--- src/rtl/fdivsqrt_pkg.sv ---
// Shared types for the radix-4 sqrt datapath:
// udigit bit positions and the OTFC state enum.
package fdivsqrt_pkg;

  localparam int UD_P2 = 3;
  localparam int UD_P1 = 2;
  localparam int UD_N1 = 1;
  localparam int UD_N2 = 0;

  typedef enum logic [1:0] {
    IDLE,
    LOAD,
    BUSY,
    DONE
  } otfc_state_t;

endpackage

--- src/rtl/fdivsqrt_otfc4_if.sv ---
// Control/data bundle between the sqrt iteration
// sequencer (master) and the OTFC stage (slave).
interface fdivsqrt_otfc4_if #(
  parameter int DIVb = 28,
  parameter int CNTW = 5
);

  logic            start;
  logic            flush;
  logic [CNTW-1:0] Nsteps;
  logic [3:0]      udigit;
  logic            WNeg;
  logic            WZero;
  logic [DIVb+3:0] C;
  logic [DIVb+3:0] U;
  logic [DIVb+3:0] UM;
  logic [DIVb+3:0] Q;
  logic            busy;
  logic            done;

  modport master (
    output start, flush, Nsteps,
    output udigit, WNeg, WZero,
    input  C, U, UM, Q, busy, done
  );

  modport slave (
    input  start, flush, Nsteps,
    input  udigit, WNeg, WZero,
    output C, U, UM, Q, busy, done
  );

endinterface

--- src/rtl/fdivsqrt_otfc4_step.sv ---
// One carry-free radix-4 on-the-fly conversion step:
// appends the selected digit to U/UM and advances C.
module fdivsqrt_otfc4_step
  import fdivsqrt_pkg::*;
#(
  parameter int DIVb = 28
) (
  input  logic [3:0]      udigit,
  input  logic [DIVb+3:0] U,
  input  logic [DIVb+3:0] UM,
  input  logic [DIVb+3:0] C,
  output logic [DIVb+3:0] Un,
  output logic [DIVb+3:0] UMn,
  output logic [DIVb+3:0] Cn
);

  logic [DIVb+3:0] k;
  logic [DIVb+3:0] k2;

  // k marks the weight 4^-j of the new digit
  assign Cn = {2'b11, C[DIVb+3:2]};
  assign k  = Cn & ~(Cn << 1);
  assign k2 = k << 1;

  // plain case gives 2,1,-1,-2 priority
  always_comb begin
    Un  = U;
    UMn = UM;
    case (1'b1)
      udigit[UD_P2]: begin
        Un  = U | k2;
        UMn = U | k;
      end
      udigit[UD_P1]: begin
        Un  = U | k;
        UMn = U;
      end
      udigit[UD_N1]: begin
        Un  = UM | k2 | k;
        UMn = UM | k2;
      end
      udigit[UD_N2]: begin
        Un  = UM | k2;
        UMn = UM | k;
      end
      default: begin
        Un  = U;
        UMn = UM | k2 | k;
      end
    endcase
  end

endmodule

--- src/rtl/fdivsqrt_otfc4.sv ---
// Radix-4 OTFC root registers, step counter and FSM.
// FDIVSQRT_OTFC_EARLYTERM_EN: stop early on WZero.
module fdivsqrt_otfc4
  import fdivsqrt_pkg::*;
#(
  parameter int DIVb = 28,
  parameter int CNTW = 5
) (
  input logic             clk,
  input logic             reset,
  fdivsqrt_otfc4_if.slave io
);

  localparam int W = DIVb + 4;

  otfc_state_t     st_q, st_d;
  logic [W-1:0]    c_q, u_q, um_q, q_q;
  logic [W-1:0]    cn, un, umn;
  logic [CNTW-1:0] cnt_q, nst_q;
  logic            wz, last;

  fdivsqrt_otfc4_step #(.DIVb(DIVb)) u_step (
    .udigit (io.udigit),
    .U      (u_q),
    .UM     (um_q),
    .C      (c_q),
    .Un     (un),
    .UMn    (umn),
    .Cn     (cn)
  );

`ifdef FDIVSQRT_OTFC_EARLYTERM_EN
  assign wz = io.WZero;
`else
  assign wz = 1'b0;
`endif

  assign last = (CNTW'(cnt_q + 1'b1) == nst_q) | wz;

  always_ff @(posedge clk or posedge reset) begin
    if (reset) st_q <= IDLE;
    else       st_q <= st_d;
  end

  always_comb begin
    st_d = st_q;
    if (io.flush) begin
      st_d = IDLE;
    end else begin
      unique case (st_q)
        IDLE: if (io.start) st_d = LOAD;
        LOAD: st_d = (nst_q == '0) ? DONE : BUSY;
        BUSY: if (last) st_d = DONE;
        DONE: st_d = IDLE;
        default: st_d = IDLE;
      endcase
    end
  end

  always_ff @(posedge clk or posedge reset) begin
    if (reset) begin
      c_q   <= '0;
      u_q   <= '0;
      um_q  <= '0;
      q_q   <= '0;
      cnt_q <= '0;
      nst_q <= '0;
    end else if (!io.flush) begin
      if (st_q == IDLE && io.start) begin
        c_q   <= {4'b1111, {DIVb{1'b0}}};
        u_q   <= W'(1) << DIVb;
        um_q  <= '0;
        cnt_q <= '0;
        nst_q <= io.Nsteps;
      end else if (st_q == LOAD && nst_q == '0) begin
        q_q <= u_q;
      end else if (st_q == BUSY) begin
        c_q   <= cn;
        u_q   <= un;
        um_q  <= umn;
        cnt_q <= cnt_q + 1'b1;
        // zero residual: U is exact, sign is moot
        if (last) q_q <= (io.WNeg & ~wz) ? umn : un;
      end
    end
  end

  always_comb begin
    io.C    = c_q;
    io.U    = u_q;
    io.UM   = um_q;
    io.Q    = q_q;
    io.busy = (st_q == BUSY);
    io.done = (st_q == DONE) & ~io.flush;
  end

endmodule

--- src/flat_wrapper.sv ---
// flat-port wrapper written by rule: the top's interface ports become plain ports
module fdivsqrt_otfc4_flat import fdivsqrt_pkg::*;
#(
  parameter int DIVb = 28,
  parameter int CNTW = 5
)
  (clk, reset, io_start, io_flush, io_Nsteps, io_udigit, io_WNeg, io_WZero, io_C, io_U, io_UM, io_Q, io_busy, io_done);
  fdivsqrt_otfc4_if #(.DIVb(DIVb), .CNTW(CNTW)) io_i ();
  input logic clk;
  input logic reset;
  input wire logic [$bits(io_i.start)-1:0] io_start;
  input wire logic [$bits(io_i.flush)-1:0] io_flush;
  input wire logic [$bits(io_i.Nsteps)-1:0] io_Nsteps;
  input wire logic [$bits(io_i.udigit)-1:0] io_udigit;
  input wire logic [$bits(io_i.WNeg)-1:0] io_WNeg;
  input wire logic [$bits(io_i.WZero)-1:0] io_WZero;
  output wire logic [$bits(io_i.C)-1:0] io_C;
  output wire logic [$bits(io_i.U)-1:0] io_U;
  output wire logic [$bits(io_i.UM)-1:0] io_UM;
  output wire logic [$bits(io_i.Q)-1:0] io_Q;
  output wire logic [$bits(io_i.busy)-1:0] io_busy;
  output wire logic [$bits(io_i.done)-1:0] io_done;
  assign io_i.start = io_start;
  assign io_i.flush = io_flush;
  assign io_i.Nsteps = io_Nsteps;
  assign io_i.udigit = io_udigit;
  assign io_i.WNeg = io_WNeg;
  assign io_i.WZero = io_WZero;
  assign io_C = io_i.C;
  assign io_U = io_i.U;
  assign io_UM = io_i.UM;
  assign io_Q = io_i.Q;
  assign io_busy = io_i.busy;
  assign io_done = io_i.done;
  fdivsqrt_otfc4 #(.DIVb(DIVb), .CNTW(CNTW)) u_core (.clk(clk), .reset(reset), .io(io_i));
endmodule
--- config.mk ---
export PLATFORM = sky130hd
export DESIGN_NAME = fdivsqrt_otfc4_flat
export DESIGN_NICKNAME = d
export VERILOG_FILES = /design/src/rtl/fdivsqrt_pkg.sv /design/src/rtl/fdivsqrt_otfc4_if.sv /design/src/rtl/fdivsqrt_otfc4_step.sv /design/src/rtl/fdivsqrt_otfc4.sv /design/src/flat_wrapper.sv
export SDC_FILE = /design/constraint.sdc
export NUM_CORES = 1
export LEC_CHECK = 0
export ABC_AREA = 1
export BUFFER_PORTS_ARGS = -buffer_cell sky130_fd_sc_hd__buf_2
export CAP_MARGIN = 20
export CELL_PAD_IN_SITES_DETAIL_PLACEMENT = 1
export CELL_PAD_IN_SITES_GLOBAL_PLACEMENT = 1
export CORE_ASPECT_RATIO = 0.5
export CORE_MARGIN = 3
export CORE_UTILIZATION = 43
export CTS_CLUSTER_SIZE = 10
export DETAILED_ROUTE_END_ITERATION = 10
export PLACE_DENSITY = 0.93
export SYNTH_ARGS = -nofsm -noshare
export SYNTH_HDL_FRONTEND = slang
export SYNTH_SLANG_ARGS = --single-unit
--- constraint.sdc ---
create_clock -name clk -period 10.9 [get_ports clk]
set_input_delay 2.725 -clock clk [delete_from_list [all_inputs] [get_ports clk]]
set_output_delay 2.725 -clock clk [all_outputs]
set_load 0.05 [all_outputs]
## Yosys cells after proc, flatten, opt, wreduce, memory -nomap -nowiden

Index checks and enable logic that the tools add are counted.

- Add/subtract/negate cells: 1
- Eq/ne operators: 7
- Muxes and demuxes: 29
- Bitwise operators: 10
- Reductions and logical operators: 11

Operator list:

| operator | number |
|---|---|
| 32-bit 2-to-1 mux | 21 |
| 32-bit OR | 5 |
| 32-bit bitwise AND | 1 |
| 32-bit NOT | 1 |
| 5-bit 2-to-1 mux | 3 |
| 2-bit one-hot mux with 4 select lines | 1 |
| 2-bit 2-to-1 mux | 3 |
| 2-bit nonzero test | 3 |
| 5-bit by 1-bit adder with 5-bit output (second input constant) | 1 |
| 5-bit equality test | 1 |
| 5-bit logical NOT | 1 |
| 2-bit equality test (second input constant) | 2 |
| 2-bit AND reduction | 2 |
| 4-bit AND reduction | 1 |
| 3-bit by 2-bit inequality test with 1-bit output (second input constant) | 1 |
| 3-bit inequality test (second input constant) | 1 |
| 3-bit AND reduction | 1 |
| 2-bit by 1-bit equality test with 1-bit output (second input constant) | 1 |
| 1-bit logical AND | 2 |
| 2-bit logical NOT | 1 |
| 2-bit by 1-bit inequality test with 1-bit output (second input constant) | 1 |
| 1-bit NOT | 2 |
| 1-bit bitwise AND | 1 |
| 1-bit 2-to-1 mux | 1 |

- Bits in registers: 140
- Word-level logic and storage cells: 65

## Longest topological paths before layout

- Word-level depth: 12
- Mapped depth: 13

## Cells and area by module

From an unflattened synthesis, not the netlist that was laid out.

- Cells, all modules: 1555
- Area total of the unflattened synthesis: 10100.9 µm²

By module, submodules not included:

| module | instances | cells each | area an instance (µm²) | seq. area each (µm²) |
|---|---|---|---|---|
| fdivsqrt_otfc4 | 1 | 682 | 6214.7 | 3503.4 |
| fdivsqrt_otfc4_step | 1 | 873 | 3886.2 | 0.0 |

## Worst setup path after synthesis

Ideal clock, no wire load.

- Path kind: input-to-output
- Start point: in io_flush
- End point: out io_done
- Arrival: 3.379 ns
- Slack: 4.796 ns
- Stages on the path: 1
- Cell sequence: nor2_1

- Word-level cells in the longest chain between the ends: 2

RTL lines:

| element | line | text |
|---|---|---|
| start, declared | flat_wrapper.sv:12 | `input wire logic [$bits(io_i.flush)-1:0] io_flush;` |
| 1-bit NOT (no line) | n/a |  |
| 1-bit bitwise AND | fdivsqrt_otfc4.sv:94 | `io.done = (st_q == DONE) & ~io.flush;` |
| end, declared | flat_wrapper.sv:22 | `output wire logic [$bits(io_i.done)-1:0] io_done;` |

Every way passes these cells.

## Final worst setup path

Same ends and word-level chain as after synthesis.

==> metrics.json <==
{
  "synth-simple-area-share_pct": 34.9,
  "groute.usage.overall_pct": 30.6,
  "die-width_um": 194,
  "flow.area_growth_from_synthesis_pct": 17.1,
  "internal_power_w": 0.00115,
  "vias_per_cell": 5.82,
  "drc_errors_left": 0,
  "layout.cells.most_common_list": "433 x nand2_1, 160 x nand3_1, 143 x buf_2, 124 x dfrtp_1, 86 x inv_1",
  "timing_hold_violations_final": 0,
  "worst_ep_required_time_ns": 8.18,
  "tritoncts": "built",
  "synth-main-ff-cell": "dfrtp_1",
  "dieHeight_um": 100,
  "dominant_combinational_cell_family_by_area_after_synthesis": "simple AND/OR/NAND/NOR gates",
  "synth_seq_cells": 124,
  "finClkSkew_ns": 0.0100,
  "ys_types": 29,
  "gpl.final_weighted_congestion": 0.839,
  "postSynthAreaPerCell_um2": 6.80,
  "cp.arrival_ns": 3.21,
  "layout_commonest_cell": "nand2_1",
  "place.port_buffers": 143,
  "detail_route.first_pass.iterations": 5,
  "first_pass_grt_wire_length_mm": 47.6,
  "report.final.slew_viol_count": 0,
  "switchingPower_w": 0.000985,
  "cts_post_setup_buffers_inserted": 0,
  "drt_iter0_drc": 691,
  "async_flop_share_pct": 100,
  "insertion_delay_ns": 0.43,
  "synth_compound_gate_area_share_pct": 12.6,
  "diodes": 0,
  "setup.worst_path.start_class": "primary input",
  "timing.max_cap.violations": 0,
  "stdcell_area_um2": 8890,
  "routed_wire_length_per_instance_um": 20.4,
  "timing.slew.headroom_pct": 29.2,
  "seq_area_frac_synth_pct": 40.9,
  "synth_edf_count": 0,
  "cts.path.max_buffers": 2,
  "num_rows": 33,
  "irDropWorstVdd_v": 0.000120,
  "end_kind": "primary output",
  "synth.yosys.warnings": 0,
  "worst_hold_path_type": "flop to flop",
  "grt_remaining_overflow": 0,
  "synthesis.instances": 1116,
  "starting_density_pct": 45.1,
  "cts.sinks": 124,
  "tns_ns": 0,
  "number_of_hold_buffers_added_after_cts": 0,
  "dpl-instance-area_um2": 8240,
  "sw_frac_of_total_pct": 46.1,
  "finalWirelength_mm": 29.6,
  "floorplan.core_area_um2": 16800,
  "setup_viol": 0,
  "setup.worst_path.class": "primary input to primary output",
  "pwr-share-clk_pct": 28.7,
  "antenna_found_initial": 0,
  "syn_area_um2": 7590,
  "post-route-period-util_pct": 54.4,
  "first_global_vias": 9019,
  "synth_mux_area_share_pct": 0,
  "cellLeakagePower_nw": 5.06,
  "library_cell_used_as_clock_root_buffer": "clkbuf_16",
  "setup_repair_after_global_routing_missed_its_margin": "no",
  "post-dp-hpwl_mm": 17.8,
  "h-tree-depth": 4,
  "clock_pin_slew_worst_setup_and_hold_paths_ns": 0.06,
  "seq_power_share_pct": 30.3,
  "worst_pin_slew_ns": 1.06,
  "post_route_cells_drive_above_1_share_pct": 16.8,
  "die_area_um2": 19400,
  "tritoncts_buffers": 17,
  "syn_nets": 1137,
  "maximum_number_of_pins_on_one_net_before_global_route_repair": 73,
  "synth-xor-area-share_pct": 0.231,
  "min_period_ns": 5.93,
  "status": "complete, no violations",
  "p_per_area_nw_per_um2": 240,
  "worstPathMaxFanout": 5,
  "post_cts_resize_count": 0,
  "route.vias.total": 8417,
  "drtAntennaViolNets": 0,
  "yosys.area_share.adder_pct": 0.989,
  "hold-worst-slack_ns": 0.472,
  "boundaryPins": 145,
  "final_nets": 1230,
  "max_clock_freq_mhz": 169,
  "p_comb_share_pct": 41.0
}
[routing by layer]
metal | wire length, um | up-vias | share of wire (%) | GRT usage, %
li1 | - | 3803 | - | -
met1 | 12200 | 4194 | 41 | 37.5
met2 | 14400 | 353 | 49 | 53.6
met3 | 2250 | 67 | 7.6 | 6.47
met4 | 737 | 0 | 2.5 | 12.8
met5 | 0 | - | 0 | 0
[worst max-delay path, stage by stage]
cell,delay (ns)
buf_2,0.13
nor2_1,0.09
buf_2,0.26
[area by class of cell]
cell class	count	area, um^2
sequential	124	3100
tap	227	284
multi-input combinational	814	3710
fill	2257	7960
clock inverter	6	108
timing repair buffer	151	796
clock buffer	24	512
inverter	101	382
[state kept, by name (all words and copies together) (netlist names)]
name / cells
u_core.io.Q: 32
u_core.io.C: 16
u_core.st_q: 2
u_core.nst_q: 5
u_core.io.U: 32
u_core.cnt_q: 5
u_core.io.UM: 32
[synthesized netlist by cell type (4+ instances only)]
library cell | instances | share of area, %
a21oi_1 | 15 | 0.99
a22o_1 | 16 | 1.8
buf_1 | 10 | 0.49
buf_2 | 21 | 1.4
buf_4 | 19 | 1.9
clkbuf_1 | 24 | 1.2
dfrtp_1 | 124 | 41
ha_1 | 6 | 0.99
inv_1 | 87 | 4.3
inv_2 | 14 | 0.69
nand2_1 | 433 | 21
nand3_1 | 160 | 11
nand4_1 | 7 | 0.58
nor2_1 | 33 | 1.6
o211ai_1 | 4 | 0.40
o21ai_0 | 53 | 3.5
o21ai_1 | 43 | 2.8
o22ai_1 | 29 | 2.4
[path summary, 6_finish.rpt]
check                                           start                     endpoint  slack, ns  cells after the start
min                        u_core.io.Q[9]$_DFFE_PP0P_   u_core.io.Q[9]$_DFFE_PP0P_       0.47                      2
min in group asynchronous                       reset   u_core.io.Q[4]$_DFFE_PP0P_       2.50                      2
min reg2reg                u_core.io.Q[9]$_DFFE_PP0P_   u_core.io.Q[9]$_DFFE_PP0P_       0.47                      2
max reg2reg                u_core.st_q[1]$_DFFE_PP0P_  u_core.io.U[10]$_DFFE_PP0P_       7.59                     12
max                                          io_flush                      io_done       4.97                      3
max in group asynchronous                       reset  u_core.io.U[25]$_DFFE_PP0P_       7.09                      3
[power by group through the flow]
stage / Sequential, W / Combinational [W] / Clock [W]
after floorplan: 0.000927 / 0.000357 / 0
after global placement: 0.000644 / 0.000834 / 0
after detailed placement: 0.000651 / 0.000859 / 0
after CTS: 0.000646 / 0.000872 / 0.000616
after global routing: 0.000662 / 0.000940 / 0.000637
final: 0.000648 / 0.000875 / 0.000613
[stage by stage]
step,std cells,total power [W],util (%),setup WS (ns)
after floorplan,1116,0.00128,-,4.80
after global placement,1416,0.00148,48.9,4.97
after detailed placement,1416,0.00151,48.9,4.96
after CTS,1446,0.00213,52.6,4.96
after global routing,1447,0.00224,52.8,4.92
final,1447,0.00214,52.8,4.97
[cell families (layout without fill, tap and decap cells)]
| family | Yosys count | after routing |
|---|---|---|
| AND/OR/NAND/NOR | 641 | 641 |
| buffers and inverters | 178 | 282 |
| AO/OA/AOI/OAI | 165 | 165 |
| flip-flops | 124 | 124 |
| adder cells (fa/ha/maj) | 6 | 6 |
| XOR/XNOR | 2 | 2 |
Power figures use the tool's default switching activity.
